**config.mk**
```make
export PLATFORM = sky130hd
export DESIGN_NAME = i2c_slave_xfer_ctrl
export DESIGN_NICKNAME = d
export VERILOG_FILES = /design/src/rtl/i2c_slave_xfer_ctrl.sv
export SDC_FILE = /design/constraint.sdc
export NUM_CORES = 1
export LEC_CHECK = 0
export BUFFER_PORTS_ARGS = -buffer_cell sky130_fd_sc_hd__buf_4
export CORE_MARGIN = 2
export CORE_UTILIZATION = 30
export DETAILED_ROUTE_END_ITERATION = 6
export PLACE_DENSITY_LB_ADDON = 0.2
export SLEW_MARGIN = 20
export SYNTH_ARGS = -nofsm -noshare
export SYNTH_HDL_FRONTEND = slang
export SYNTH_SLANG_ARGS = --single-unit
```
**constraint.sdc**
```tcl
create_clock -name clk -period 3.1 [get_ports clk]
set_clock_uncertainty 0.1 [all_clocks]
set_input_delay 0.155 -clock clk [delete_from_list [all_inputs] [get_ports clk]]
set_output_delay 0.155 -clock clk [all_outputs]
set_load 0.03 [all_outputs]
```
**src/rtl/i2c_slave_xfer_ctrl.sv**
```systemverilog
`default_nettype none
// ============================================================================
// Module      : i2c_slave_xfer_ctrl
// Description : Byte/ACK sequencer for an I2C slave. Takes SCL edge strobes
//               and START/STOP strobes from the bus detectors. Uses a 4-bit
//               bit counter (clear / count enable / rollover at 8). Shifts SDA
//               in and out, and decides ACK/NACK.
//               Optional feature macro: I2C_GENERAL_CALL_EN. When it is
//               defined, address byte 8'h00 is also ACKed and general_call is
//               flagged.
// Ports       :
//   clk              in   system clock
//   n_rst            in   asynchronous reset, active low
//   start_found      in   1-cycle pulse, START / repeated START seen
//   stop_found       in   1-cycle pulse, STOP seen
//   rising_edge_scl  in   1-cycle pulse, SCL rose (sample point)
//   falling_edge_scl in   1-cycle pulse, SCL fell (drive point)
//   sda_in           in   synchronized SDA
//   tx_data[7:0]     in   next byte to transmit on reads
//   sda_out          out  level driven while sda_out_en=1
//   sda_out_en       out  1 = drive SDA, 0 = release
//   rx_data[7:0]     out  last received data byte
//   rx_valid         out  1-cycle pulse, rx_data updated
//   tx_load          out  1-cycle pulse, tx_data consumed
//   rw_mode          out  R/W bit of last matched address (1 = read)
//   busy             out  controller not in IDLE
//   general_call     out  general-call address matched
// Revision    : 1.0 - initial release
// ============================================================================
module i2c_slave_xfer_ctrl #(
    parameter logic [6:0] SLAVE_ADDR   = 7'h1A,
    parameter int         BIT_CNT_BITS = 4
) (
    input  logic       clk,
    input  logic       n_rst,
    input  logic       start_found,
    input  logic       stop_found,
    input  logic       rising_edge_scl,
    input  logic       falling_edge_scl,
    input  logic       sda_in,
    input  logic [7:0] tx_data,
    output logic       sda_out,
    output logic       sda_out_en,
    output logic [7:0] rx_data,
    output logic       rx_valid,
    output logic       tx_load,
    output logic       rw_mode,
    output logic       busy,
    output logic       general_call
);

    localparam logic [BIT_CNT_BITS-1:0] CNT_ROLLOVER = BIT_CNT_BITS'(8);
    localparam logic [BIT_CNT_BITS-1:0] CNT_LAST     = BIT_CNT_BITS'(7);
    localparam logic [BIT_CNT_BITS-1:0] CNT_ONE      = BIT_CNT_BITS'(1);

    typedef enum logic [2:0] {
        S_IDLE      = 3'd0,
        S_ADDR      = 3'd1,
        S_ADDR_ACK  = 3'd2,
        S_RX_BYTE   = 3'd3,
        S_RX_ACK    = 3'd4,
        S_TX_BYTE   = 3'd5,
        S_TX_ACK    = 3'd6,
        S_WAIT_STOP = 3'd7
    } state_t;

    state_t                  state_q, state_d;
    logic [BIT_CNT_BITS-1:0] cnt_q, cnt_d;
    logic [7:0]              rx_shift_q, rx_shift_d;
    logic [7:0]              tx_shift_q, tx_shift_d;
    logic [7:0]              rx_data_q, rx_data_d;
    logic                    rx_valid_q, rx_valid_d;
    logic                    tx_load_q, tx_load_d;
    logic                    rw_mode_q, rw_mode_d;
    logic                    gcall_q, gcall_d;
    logic                    mack_q, mack_d;
    logic                    sda_out_q, sda_out_d;
    logic                    sda_out_en_q, sda_out_en_d;
    logic                    busy_q, busy_d;

    logic                    w_rise;
    logic                    w_fall;
    logic                    w_byte_done;
    logic                    w_gc_match;
    logic                    w_cnt_state;
    logic                    w_cnt_clr;
    logic                    w_cnt_en;

    // A simultaneous rise/fall is a protocol violation: only the rise counts.
    assign w_rise      = rising_edge_scl;
    assign w_fall      = falling_edge_scl & ~rising_edge_scl;
    assign w_byte_done = (cnt_q == CNT_ROLLOVER);

`ifdef I2C_GENERAL_CALL_EN
    assign w_gc_match = (rx_shift_q == 8'h00);
`else
    assign w_gc_match = 1'b0;
`endif

    // ------------------------------------------------------------------
    // Bit counter: counts rising SCL edges within a byte, 1..8
    // ------------------------------------------------------------------
    assign w_cnt_state = (state_q == S_ADDR) || (state_q == S_RX_BYTE) ||
                         (state_q == S_TX_BYTE);
    assign w_cnt_clr   = start_found ||
                         ((state_d != state_q) &&
                          ((state_d == S_ADDR) || (state_d == S_RX_BYTE) ||
                           (state_d == S_TX_BYTE)));
    assign w_cnt_en    = w_rise && w_cnt_state && !stop_found;

    always_comb begin
        cnt_d = cnt_q;
        if (w_cnt_clr) begin
            cnt_d = '0;
        end else if (w_cnt_en) begin
            cnt_d = (cnt_q == CNT_ROLLOVER) ? CNT_ONE : (cnt_q + CNT_ONE);
        end
    end

    // ------------------------------------------------------------------
    // Next-state and datapath
    // ------------------------------------------------------------------
    always_comb begin
        state_d    = state_q;
        rx_shift_d = rx_shift_q;
        tx_shift_d = tx_shift_q;
        rx_data_d  = rx_data_q;
        rx_valid_d = 1'b0;
        tx_load_d  = 1'b0;
        rw_mode_d  = rw_mode_q;
        gcall_d    = gcall_q;
        mack_d     = mack_q;

        if (stop_found) begin
            state_d = S_IDLE;
            gcall_d = 1'b0;
        end else if (start_found) begin
            state_d = S_ADDR;
            gcall_d = 1'b0;
        end else begin
            case (state_q)
                S_IDLE: begin
                end
                S_ADDR: begin
                    if (w_rise) begin
                        rx_shift_d = {rx_shift_q[6:0], sda_in};
                    end else if (w_fall && w_byte_done) begin
                        if (rx_shift_q[7:1] == SLAVE_ADDR) begin
                            state_d   = S_ADDR_ACK;
                            rw_mode_d = rx_shift_q[0];
                        end else if (w_gc_match) begin
                            state_d   = S_ADDR_ACK;
                            rw_mode_d = 1'b0;
                            gcall_d   = 1'b1;
                        end else begin
                            state_d = S_WAIT_STOP;
                        end
                    end
                end
                S_ADDR_ACK: begin
                    if (w_fall) begin
                        if (rw_mode_q) begin
                            state_d    = S_TX_BYTE;
                            tx_shift_d = tx_data;
                            tx_load_d  = 1'b1;
                        end else begin
                            state_d = S_RX_BYTE;
                        end
                    end
                end
                S_RX_BYTE: begin
                    if (w_rise) begin
                        rx_shift_d = {rx_shift_q[6:0], sda_in};
                        // Eighth bit arriving: publish the completed byte.
                        if (cnt_q == CNT_LAST) begin
                            rx_data_d  = {rx_shift_q[6:0], sda_in};
                            rx_valid_d = 1'b1;
                        end
                    end else if (w_fall && w_byte_done) begin
                        state_d = S_RX_ACK;
                    end
                end
                S_RX_ACK: begin
                    if (w_fall) begin
                        state_d = S_RX_BYTE;
                    end
                end
                S_TX_BYTE: begin
                    if (w_fall) begin
                        if (w_byte_done) begin
                            state_d = S_TX_ACK;
                            mack_d  = 1'b0;
                        end else begin
                            tx_shift_d = {tx_shift_q[6:0], 1'b0};
                        end
                    end
                end
                S_TX_ACK: begin
                    if (w_rise) begin
                        // Master NACK ends the read; ACK waits for SCL low.
                        if (sda_in) begin
                            state_d = S_WAIT_STOP;
                        end else begin
                            mack_d = 1'b1;
                        end
                    end else if (w_fall && mack_q) begin
                        state_d    = S_TX_BYTE;
                        tx_shift_d = tx_data;
                        tx_load_d  = 1'b1;
                    end
                end
                S_WAIT_STOP: begin
                end
                default: begin
                    state_d = S_IDLE;
                end
            endcase
        end

        // SDA drive follows the state being entered so it changes one clock
        // after the strobe that caused the transition.
        sda_out_en_d = (state_d == S_ADDR_ACK) || (state_d == S_RX_ACK) ||
                       (state_d == S_TX_BYTE);
        sda_out_d    = (state_d == S_TX_BYTE) ? tx_shift_d[7] : 1'b0;
        busy_d       = (state_d != S_IDLE);
    end

    always_ff @(posedge clk or negedge n_rst) begin
        if (!n_rst) begin
            state_q      <= S_IDLE;
            cnt_q        <= '0;
            rx_shift_q   <= 8'h00;
            tx_shift_q   <= 8'h00;
            rx_data_q    <= 8'h00;
            rx_valid_q   <= 1'b0;
            tx_load_q    <= 1'b0;
            rw_mode_q    <= 1'b0;
            gcall_q      <= 1'b0;
            mack_q       <= 1'b0;
            sda_out_q    <= 1'b0;
            sda_out_en_q <= 1'b0;
            busy_q       <= 1'b0;
        end else begin
            state_q      <= state_d;
            cnt_q        <= cnt_d;
            rx_shift_q   <= rx_shift_d;
            tx_shift_q   <= tx_shift_d;
            rx_data_q    <= rx_data_d;
            rx_valid_q   <= rx_valid_d;
            tx_load_q    <= tx_load_d;
            rw_mode_q    <= rw_mode_d;
            gcall_q      <= gcall_d;
            mack_q       <= mack_d;
            sda_out_q    <= sda_out_d;
            sda_out_en_q <= sda_out_en_d;
            busy_q       <= busy_d;
        end
    end

    assign sda_out      = sda_out_q;
    assign sda_out_en   = sda_out_en_q;
    assign rx_data      = rx_data_q;
    assign rx_valid     = rx_valid_q;
    assign tx_load      = tx_load_q;
    assign rw_mode      = rw_mode_q;
    assign busy         = busy_q;
    assign general_call = gcall_q;

endmodule
`default_nettype wire
```
# ---- After elaboration in Yosys (flattened, before gate mapping)
# Index checks and enable logic that the tools add are counted.
dict set report totals {
  ff_bits 39
  inputBits 15
  out_inout_bits 15
  elab_cells 115
}
dict set report op_classes {
  n_addsub 1
  n_eq_ne 24
  muxes 48
  bitwise 4
  reduce_logical 24
}
# cell count
set op_table {}
lappend op_table {{8-bit two-way mux} 8}
lappend op_table {{3-bit two-way mux} 15}
lappend op_table {{8-bit one-hot mux with 3 select lines} 1}
lappend op_table {{1-bit two-way mux} 18}
lappend op_table {{2-bit inequality test, second input constant} 9}
lappend op_table {{3-bit one-hot mux with 6 select lines} 1}
lappend op_table {{3-bit == test, second input constant} 5}
lappend op_table {{3-bit by 2-bit == test with 1-bit output, second input constant} 4}
lappend op_table {{4-bit two-way mux} 3}
lappend op_table {{9-bit AND reduction} 1}
lappend op_table {{7-bit by 5-bit == test with 1-bit output, second input constant} 1}
lappend op_table {{1-bit logical OR} 7}
lappend op_table {{7-bit AND reduction} 1}
lappend op_table {{3-bit by 1-bit == test with 1-bit output, second input constant} 2}
lappend op_table {{6-bit AND reduction} 1}
lappend op_table {{2-bit nonzero test} 3}
lappend op_table {{3-bit nonzero test} 2}
lappend op_table {{1-bit logical AND} 5}
lappend op_table {{5-bit AND reduction} 1}
lappend op_table {{4-bit by 1-bit adder with 4-bit output, second input constant} 1}
lappend op_table {{4-bit by 3-bit == test with 1-bit output, second input constant} 1}
lappend op_table {{4-bit == test, second input constant} 1}
lappend op_table {{1-bit one-hot mux with 2 select lines} 2}
lappend op_table {{4-bit AND reduction} 1}
lappend op_table {{5 further kinds} 7}

# ---- Longest topological paths before layout
# Gate-level depths: netlist (run 1).
dict set report logic_depth {
  word_depth 14
  ltp_mapped 9
  depth_no_buf 8
}

# ---- Least setup slack after synthesis (run 1)
# Ideal clock, no wire load.
dict set report synth_timing {
  path_type {reg-to-reg}
  start {reg cnt_q[0]}
  end {reg sda_out_q (netlist: sda_out)}
  setup_ns 0.120
  arrival_ns 1.770
  required_ns 2.880
  setup_slack_ns 1.109
  path_stages_with_launch 10
  n_path_buf 1
  period_less_slack_ns 1.991
  cell_sequence {dfrtp_1 -> inv_1 -> ha_1 -> and3b_1 -> buf_6 -> nand2_1 -> a2111oi_2 -> a21o_1 -> inv_2 -> and4_1}
}
dict set report synth_between {
  elab_chain_len 9
  elab_cells_between_ends 18
  classes_between {2 x eq/ne; 15 x mux; 1 x reduce/logical}
}
# element line
set synth_rtl {}
lappend synth_rtl {{from (decl)} 68} ;# logic [BIT_CNT_BITS-1:0] cnt_q, cnt_d;
lappend synth_rtl {{from (signal assigned)} 245} ;# cnt_q <= cnt_d;
lappend synth_rtl {{4-bit == test (*)} 92} ;# assign w_byte_done = (cnt_q == CNT_ROLLOVER);
lappend synth_rtl {{1-bit logical AND} {147, 179}}
lappend synth_rtl {{3-bit two-way mux, on equally long branches} {179, 147}}
lappend synth_rtl {{3-bit two-way mux, on equally long branches} {172, 145}}
lappend synth_rtl {{3-bit one-hot mux with 6 select lines (*)} 141} ;# case (state_q)
lappend synth_rtl {{3-bit two-way mux (*)} 137} ;# end else if (start_found) begin
lappend synth_rtl {{3-bit two-way mux (*)} 134} ;# if (stop_found) begin
lappend synth_rtl {{named net state_d[0]} 67} ;# state_t state_q, state_d;
lappend synth_rtl {{3-bit == test (*)} 224} ;# sda_out_d = (state_d == S_TX_BYTE) ? tx_shift_d[7] : 1'b0;
lappend synth_rtl {{1-bit two-way mux (*)} 224}
lappend synth_rtl {{named net sda_out_d} 77} ;# logic sda_out_q, sda_out_d;
lappend synth_rtl {{to (signal assigned)} 254} ;# sda_out_q <= sda_out_d;
lappend synth_rtl {{to (decl)} 77}
# Mark *: on every way through the listed nets, which the timed path passes. The rest lies on a longest branch. The select of a mux whose other input is x is not followed.
# A chain may end at the register's enable or synchronous reset.

# ---- Worst setup path in the final report (run 1)
dict set report layout_timing {
  start {reg state_q[0]}
  end {reg rx_data_q[1] (netlist: rx_data[1])}
}
dict set report layout_between {
  elab_chain_len 2
}
# element line
set layout_rtl {}
lappend layout_rtl {{from (decl)} 67}
lappend layout_rtl {{from (signal assigned)} 244} ;# state_q <= state_d;
lappend layout_rtl {{3-bit by 2-bit == test with 1-bit output} 141}
lappend layout_rtl {{5-bit AND reduction (no line)} --}
lappend layout_rtl {{to (signal assigned)} 248} ;# rx_data_q <= rx_data_d;
lappend layout_rtl {{to (decl)} 71} ;# logic [7:0] rx_data_q, rx_data_d;
# Every way passes these cells.

==> results of run 1 <==
[worst reg2reg max path: cells and delay by family, from the launching register on]
family        cells  cell delay, ns
simple gates      3            0.85
buf+inv           1            0.21
mux               1            0.39
flops             1            0.63
[area by class of cell]
class                      instances  share of cell area, %
clock inverter                     2                   2.55
tap                               77                   4.09
inverter                           7                   1.12
clock buffer                       6                   3.51
sequential                        38                   40.4
multi-input combinational        126                   38.4
timing repair buffer              31                   9.98
[synthesized netlist by cell type (2+ instances only)]
cell / n / area share (%)
o21ai_0: 10 / 2.6
o31ai_1: 2 / 0.77
buf_2: 3 / 0.77
clkbuf_1: 3 / 0.58
nor2_1: 12 / 2.3
a22oi_1: 7 / 2.7
and2b_2: 2 / 0.90
nand2b_1: 2 / 0.64
nand2_1: 16 / 3.1
nand3_1: 3 / 0.77
nand4_1: 2 / 0.64
dfrtp_1: 38 / 49
buf_6: 2 / 1.2
a211oi_1: 3 / 1.2
and4_1: 2 / 0.90
a22o_1: 2 / 0.90
buf_4: 2 / 0.77
nor3_1: 3 / 0.77
inv_1: 6 / 1.2
nand3b_1: 2 / 0.77
a21oi_1: 8 / 2.1
mux2i_1: 4 / 2.1
ha_1: 2 / 1.3
or4_1: 2 / 0.77
mux2_2: 17 / 9.8
[layer usage]
| layer | part of all wire, % | wire (microns) | GRT usage (%) |
|---|---|---|---|
| met5 | 0 | 0 | 0 |
| met4 | 1.3 | 53 | 4.04 |
| met3 | 4.9 | 202 | 3.54 |
| met2 | 46 | 1880 | 18.5 |
| met1 | 48 | 1960 | 16.5 |
[flip-flops by register name (all words and copies together), names as in the netlist, 3 cells and up]
name and flops:
tx_shift_q 8, rx_shift_q 8, state_q 3, cnt_q 4, rx_data 8
[placed cells by master, fill, tap and decap left out, types with 4 or more instances in the layout]
cell type,n
clkbuf_8,6
buf_4,30
a22oi_1,7
o21ai_0,10
mux2_2,17
mux2i_1,4
dfrtp_1,38
nor2_1,12
nand2_1,16
a21oi_1,8
inv_1,6
[through the flow]
stage | power, W | hold WS, ns | setup slack [ns] | instances | area [sq um]
3_3_place_gp | 0.000633 | 0.0618 | 0.780 | 278 | 2200
2_1_floorplan | 0.000592 | -0.241 | 1.11 | 181 | 1950
6_report | 0.00114 | 0.0293 | 0.806 | 287 | 2360
5_1_grt | 0.00119 | 0.0217 | 0.636 | 287 | 2360
3_5_place_dp | 0.000632 | 0.0578 | 0.809 | 278 | 2200
4_1_cts | 0.00115 | 0.0263 | 0.782 | 287 | 2360
[power groups by stage]
stage | Combinational (W) | Sequential (W) | Clock [W]
floorplan | 0.0000528 | 0.000539 | 0
global placement | 0.0000861 | 0.000546 | 0
detailed placement | 0.0000853 | 0.000547 | 0
CTS | 0.0000868 | 0.000537 | 0.000530
global route | 0.0000947 | 0.000541 | 0.000557
finish | 0.0000852 | 0.000537 | 0.000515
[kinds of logic after synthesis]
group                      after synthesis  share of synthesized area (%)
muxes                                   21                           11.9
adders and majority gates                2                           1.29
AOI/OAI and AO/OA                       44                           15.5
and+or+nand+nor                         58                           17.6
buffers and inverters                   17                           4.63
DFF                                     38                           48.9
other                                    1                          0.193
[path summary, 6_finish.rpt]
check | from | slack (ns) | to
max in group asynchronous | n_rst | 2.28 | rx_data[0]
min | tx_data[0] | 0.03 | tx_shift_q[0]
max reg2reg | state_q[0] | 0.81 | rx_data[1]
min in group asynchronous | n_rst | 0.27 | tx_shift_q[0]
max | state_q[0] | 0.81 | rx_data[1]
min reg2reg | tx_shift_q[4] | 0.38 | tx_shift_q[4]
[repair_timing]
item,4_1_cts,5_1_grt
hold endpoints to repair,38,0
hold buffers,1,0
endpoints found under the setup margin,0,0
==> impl_results.md, run 1 <==
* Sequential area share after synthesis at about half
* Total global routing track utilization at 12.1%
* DR DRC count at 0
* Max Clock Freq at 0.436 GHz
* Pwr dens at 483 nW/um^2
* Rows at 29
* Worst-Margin Slew at around 0.84 ns
* Tmin final at 2.29 ns
* H-tree depth at 2
* Vias per cell at 5.12
* Post-CTS Setup Repair Bufs at 0
* Max Root-Sink Buffers at 2
* Status: finished clean
* Gpl congestion at 0.780
* MaxCap Viol Count at 0
* DR vias at between 1k and 1.5k
* Core Area at around 6300 sq um
* Area of the multi-input gates at 905 sq um
* Clock Pin Slew Worst Setup and Hold Paths at 0.08 ns
* Post-synth EDFFs at 0
* Synthesized cell area at 1950 sq um
* Worst Setup Path Type: reg -> reg
* Critical Path Fanout Max at 16
* Die Wd at 84.5 microns
* Initial Util at 30.8%
* Synth Instances at 181
* Die H at 84.5 microns
* Pleak at 1.08 nW
* Peak supply drop at between 200 and 250 uV
* Count of TritonRoute iterations in the first routing pass at 4
* Num ports at 30
* CTS tree: yes
* Nets at ~230
* Post-synth net total at between 150 and 200
* Vias in the first global route at 1,397
* Port bufs at 28
* Sw frac at 20.9%
* Comb pwr share at 7.5%
* Seq cells post-synth at 38
* Reg power frac at 47.2%
* CP Depth at 5
* Worst R2R Path Depth at 5
* Slowest cell on the critical path: dfrtp_1
* Yosys cell types at 51
* Final setup fails at 0
* WP buf/inv at 1
* Area delta synth->final at 21.1%
* Slowest stage delay, CP at 0.63 ns
* CTS Sinks at 38
* Initial DRC count at 89
* Crit. End Element: flop
* Delay-heaviest family, CP: simple AND/OR/NAND/NOR gates
* GR Overflow Total at 0
* Layout cells sized above 1 at between 30% and 40%
* Total Wirelength at 4100 microns
* Post-DRT Antenna Nets at 0
* P_int at about 0.0009 W
* First-pass GRT wire length at between 6000 and 7000 microns
* Sum Neg Setup Slack at 0 ns
* HPWL Detailed at between 2000 and 3000 microns
* Synth Warn # at 0
* Die area at ~7000 sq um
* Sw power at 0.000238 W
* Syn avg cell area at roughly 11 sq um
* Hold Path Cell Cnt at 3
* Reg area at roughly 950 sq um
* Cts bufs inserted at 5
* Rel. slew slack at 43.3%
* RSZ-0062 raised after global routing: no
* Root buf cell: clkbuf_8
* Worst-Skew Late Latency at slightly below 0.3 ns
* Final Core Density at a little under two fifths
* Required @ worst endpoint at 3.17 ns
* Clock power frac at 45.3%
* Largest net degree at the start of global routing at 39
* Post_cts resized at 0
* Post-route clock period utilization at 74.0%
* Fill cells at around 650
* Crit path launch type: flop
* DR WL/cell at about 14 microns
* ANT cells at 0
* Top_reg_cell synth: dfrtp_1
* Post-synthesis async set-or-reset flop share at 100%
* Hold Crit Class: in -> reg
* Critical path cell sequence: nand2_1, nor4_4, buf_4, and4_1, mux2_2
* Initial antenna violation count at 0
* Worst Path Arrival at 2.37 ns
* Max-slew violation count at 0
* Final hold vios at 0
No activity file was read; power rests on OpenSTA's default activity.
==> run 2: changes to the inputs <==
clock period = 2 ns   (was 3.1 ns; I/O delays follow)
==> run 2 against run 1 <==
Net effect:
- clock-buffer cell count shrank 1
- routed wire length increased by 5.5%
- critical endpoint is now sda_out_en
- highest routed layer unchanged
- largest power group unchanged
- critical path type unchanged
- flip-flop and latch count stayed put
- design area up 11%
==> impl_results.md, run 2 (synthesis gave the netlist of run 1 again) <==
* Status: finished clean
* Initial Util at 30.8%
* Die area at 7150 sq um
* Final setup fails at 0
* Initial antenna violation count at 0
* CTS tree: yes
* Nets at 259
* Vias per cell at 4.91
* Max-slew violation count at 0
* Sw frac at 23.1%
* MaxCap Viol Count at 0
* Pwr dens at 622 nW/um^2
* Core Area at 6310 sq um
* DR DRC count at 0
* Peak supply drop at 493 uV
* Worst Path Arrival at roughly 2.0 ns
* Area delta synth->final at 34.6%
* ANT cells at 0
* Cts bufs inserted at 5
* Reg2Reg Setup Slack at 0.06 ns
* Crit. End Element: flop
* Finished Cell Area at about 2600 sq um
* Initial DRC count at 86
* Crit path launch type: flop
* Comb pwr share at a little over a tenth
* Root buf cell: clkbuf_8
* Largest net degree at the start of global routing at 39
* Commonest non-fill, non-tap cell in the layout: buf_4
* GR Overflow Total at 0
* Clock power frac at 38.9%
* Die Wd at 84.5 microns
* Final Core Density at 41.5%
* Num ports at 30
* Post-DRT Antenna Nets at 0
* Hold Crit Class: in -> reg
* Pleak at 1.23 nW
* Port bufs at 28
* Total global routing track utilization at 12.7%
* HPWL Detailed at 3210 microns
* Die H at 84.5 microns
* First-pass GRT wire length at 7240 microns
* H-tree depth at 2
* P_int at 0.00125 W
* Count of TritonRoute iterations in the first routing pass at 4
* Worst Setup Path Type: reg -> reg
* DP Area at 2400 sq um
* Layout cells sized above 1 at about two fifths
* DR WL/cell at 13.5 microns
* Total Wirelength at 4320 microns
* Post-route clock period utilization at 96.9%
* Final hold slack at about 0.0071 ns
* Max Clock Freq at 0.516 GHz
* Critical Path Fanout Max at 4
* Gpl congestion at roughly 0.81
* CTS Sinks at 38
* Max Root-Sink Buffers at 2
* Sw power at roughly 0.00038 W
* Rows at 29
* Required @ worst endpoint at about 2.1 ns
* RSZ-0062 raised after global routing: yes
* Most frequent cells in the layout: 58 x buf_4, 38 x dfrtp_1, 17 x mux2_2
* Worst-Skew Late Latency at 0.29 ns
* Setup ws final at a little over 0.06 ns
* Clock Pin Slew Worst Setup and Hold Paths at 0.08 ns
* Final hold vios at 0
* Vias in the first global route at 1,525
* Tmin final at 1.94 ns
* Reg power frac at 50.7%
* DP Worst Slack at -0.0225 ns
* DR vias at 1,570
[run 2: stage by stage]
stage	TNS, ns	power (W)	cells
floorplan	0	0.000918	181
global placement	0	0.000994	304
detailed placement	-0.0475	0.000996	304
CTS	0	0.00165	318
global route	-0.00118	0.00171	320
finish	0	0.00163	320
[run 2: final timing paths]
kind | start | endpoint | cells past startpoint
worst min register to register | tx_shift_q[1] | tx_shift_q[1] | 2
worst max-delay path | cnt_q[0] | sda_out_en | 9
worst min-delay path | tx_data[3] | tx_shift_q[3] | 3
min in group asynchronous | n_rst | state_q[0] | 2
worst max register to register | cnt_q[0] | sda_out_en | 9
max in group asynchronous | n_rst | cnt_q[2] | 2
[run 2: power by group through the flow]
| stage | registers, W | clock network (W) | logic (W) |
|---|---|---|---|
| 2_1_floorplan | 0.000836 | 0 | 0.0000819 |
| 3_3_place_gp | 0.000840 | 0 | 0.000154 |
| 3_5_place_dp | 0.000842 | 0 | 0.000155 |
| 4_1_cts | 0.000826 | 0.000657 | 0.000166 |
| 5_1_grt | 0.000830 | 0.000689 | 0.000188 |
| 6_report | 0.000827 | 0.000634 | 0.000169 |
[run 2: critical path: stages, from the launching register on]
cell and delay (ns):
dfrtp_1 0.35, inv_1 0.04, ha_1 0.19, and3b_1 0.21, nand4_1 0.12, buf_4 0.13, o21ai_1 0.09, o31ai_2 0.24
buf_4 0.17, mux2i_1 0.21
[run 2: timing repair]
item / CTS / global route
hold buffers: 6 / 0
setup buffers: 0 / 2
setup endpoints to repair: 5 / 5
gates resized for setup: 1 / 7
pin swaps: 1 / 4
hold endpoints to repair: 45 / 0
[run 2: routing by layer]
metal / GRT usage, % / routed length (microns) / vias to the layer above
met5: 0 / 0 / -
met4: 5.34 / 70 / 0
met3: 3.05 / 144 / 4
met2: 18.8 / 1970 / 26
met1: 17.9 / 2140 / 765
li1: - / - / 775
[run 2: cell type report]
type / instances / area [sq um]
Multi-Input combinational cell: 126 / 941
Sequential cell: 38 / 951
Clock inverter: 3 / 40.0
Tap cell: 77 / 96.3
Inverter: 7 / 26.3
Clock buffer: 5 / 68.8
Fill cell: 641 / 3690
Timing Repair Buffer: 64 / 495
==> run 3: changes to the inputs <==
CORE_MARGIN = default   (was 2)
CTS_BUF_LIST = sky130_fd_sc_hd__clkbuf_8   (was default)
MAX_ROUTING_LAYER = met4   (was default)
==> run 3 against run 2 <==
Net effect:
- non-clock buffer count did not move
- sequential power hardly changed
- die area down 4.7%
- fmax grew 1.5%
==> impl_results.md, run 3 (synthesis gave the netlist of run 1 again) <==
* Pleak at between 1 and 1.5 nW
* Vias in the first global route at roughly 1.5k
* DR WL/cell at 14.1 microns
* GR Util met3 at 3.63%
* Die Wd at around 83 microns
* Critical Path Fanout Max at 9
* Initial antenna violation count at 0
* Count of TritonRoute iterations in the first routing pass at 4
* Met2 GRT Util at between 20% and 30%
* Min-delay src: tx_data[4]
* Nets at between 200 and 300
* Max Clock Freq at 0.524 GHz
* Post-DRT Antenna Nets at 0
* Root buf cell: clkbuf_8
* Initial Util at 31.9%
* Total Wirelength at 4490 microns
* Reg2Reg Setup Slack at approximately 0.09 ns
* Core Area at 6100 sq um
* Worst R2R Path Depth at 5
* Critical path cell sequence: buf_4, nor4_4, and4_1, buf_12, mux2_2
* DP Area at 2390 sq um
* Slowest cell on the critical path: dfrtp_1
* Tmin final at 1.91 ns
* Area delta synth->final at 36.4%
* Peak supply drop at 475 uV
* Final total power at between 0.0015 and 0.002 W
* Post-route clock period utilization at 95.5%
* Largest net degree at the start of global routing at 39
* ANT cells at 0
* Worst Hold Endpoint: tx_shift_q[4]
* Final setup fails at 0
* Status: finished clean
* Layout cells sized above 1 at 43.2%
* Rows at 28
* Num ports at 30
* Total global routing track utilization at 15.3%
* Max Root-Sink Buffers at 2
* CTS tree: yes
* Pwr dens at 619 nW/um^2
* MaxCap Viol Count at 0
* Final hold vios at 0
* Global routing usage on met1 at 21.3%
* Worst Setup Path Type: reg -> reg
* Reg-to-Reg End: rx_data[1]
* Final hold slack at 0.00409 ns
* Slowest stage delay, CP at about 0.42 ns
* Hold Crit Class: in -> reg
* Die area at 6810 sq um
* DR vias at 1,609
* Cts bufs inserted at 5
* Vias per cell at 5.06
* GR Overflow Total at 0
* Worst Path Arrival at 1.98 ns
* Max-slew violation count at 0
* Worst-Skew Late Latency at 0.29 ns
* Delay-heaviest family, CP: simple AND/OR/NAND/NOR gates
* Crit path launch type: flop
* Most frequent cells in the layout: 56 x buf_4, 37 x dfrtp_1, 17 x mux2_2
* Finished Cell Area at ~2700 sq um
* Hold Path Cell Cnt at 3
* WP buf/inv at 2
* Busiest grt layer: met2
* Worst r2r src: state_q[2]
* H-tree depth at 2
* Commonest non-fill, non-tap cell in the layout: buf_4
* CTS Sinks at 38
* Required @ worst endpoint at 2.07 ns
* HPWL Detailed at 3170 microns
* Initial DRC count at about 100
* First-pass GRT wire length at 7440 microns
* Clock Pin Slew Worst Setup and Hold Paths at 0.09 ns
* Gpl congestion at between 0.8 and 0.9
* DR DRC count at 0
* Crit. End Element: flop
* Port bufs at 28
* Die H at roughly 83 microns
* RSZ-0062 raised after global routing: yes
==> run 3: area by class of cell <==
cell class | instances | area (sq um)
tap | 75 | 93.8
sequential | 38 | 952
timing repair buffer | 64 | 510
fill | 608 | 3440
inverter | 7 | 26.3
multi-input combinational | 126 | 961
clock buffer | 5 | 68.8
clock inverter | 3 | 41.3
==> run 3: per-layer routing <==
layer / share of wire, % / up-vias
met4: 0.76 / 0
met2: 45 / 44
met1: 49 / 777
met3: 5.1 / 4
met5: 0 / -
li1: - / 784
==> run 3: what timing repair did <==
action | 4_1_cts | 5_1_grt
pin swaps | 1 | 5
resized for setup | 1 | 14
endpoints found under the setup margin | 4 | 16
hold endpoints to repair | 45 | 0
buffers inserted | 0 | 4
hold buffers | 7 | 0
==> run 3: how the worst max path moves through the flow <==
| stage | start | endpoint | cells past startpoint | slack [ns] |
|---|---|---|---|---|
| 2_1_floorplan | cnt_q[0] | sda_out | 9 | 0.009 |
| 3_3_place_gp | cnt_q[0] | cnt_q[1] | 8 | 0.003 |
| 3_5_place_dp | cnt_q[0] | cnt_q[2] | 8 | -0.05 |
| 5_1_grt | cnt_q[0] | sda_out_en | 9 | -0.04 |
| 4_1_cts | start_found | cnt_q[2] | 9 | 0.009 |
| 6_report | state_q[2] | rx_data[1] | 5 | 0.09 |
==> run 3: power by group <==
group	internal (W)	switching (W)	total, W
Clock	0.000367	0.000279	0.000646
Sequential	0.000798	0.0000297	0.000828
Combinational	0.0000871	0.0000829	0.000170
==> run 3: worst register-to-register path, stage by stage, from the launching register on <==
cell and delay [ns]:
dfrtp_1 0.42, buf_4 0.19, nor4_4 0.32, and4_1 0.28, buf_12 0.14, mux2_2 0.33
==> run 3: metrics by stage <==
stage,utilization (%),setup WS (ns),setup TNS (ns),instances
CTS,42.3,0.00869,0,314
detailed placement,39.1,-0.0509,-0.0731,299
global route,43.5,-0.0392,-0.0570,318
floorplan,-,0.00928,0,181
global placement,39.1,0.00253,0,299
finish,43.5,0.0909,0,318
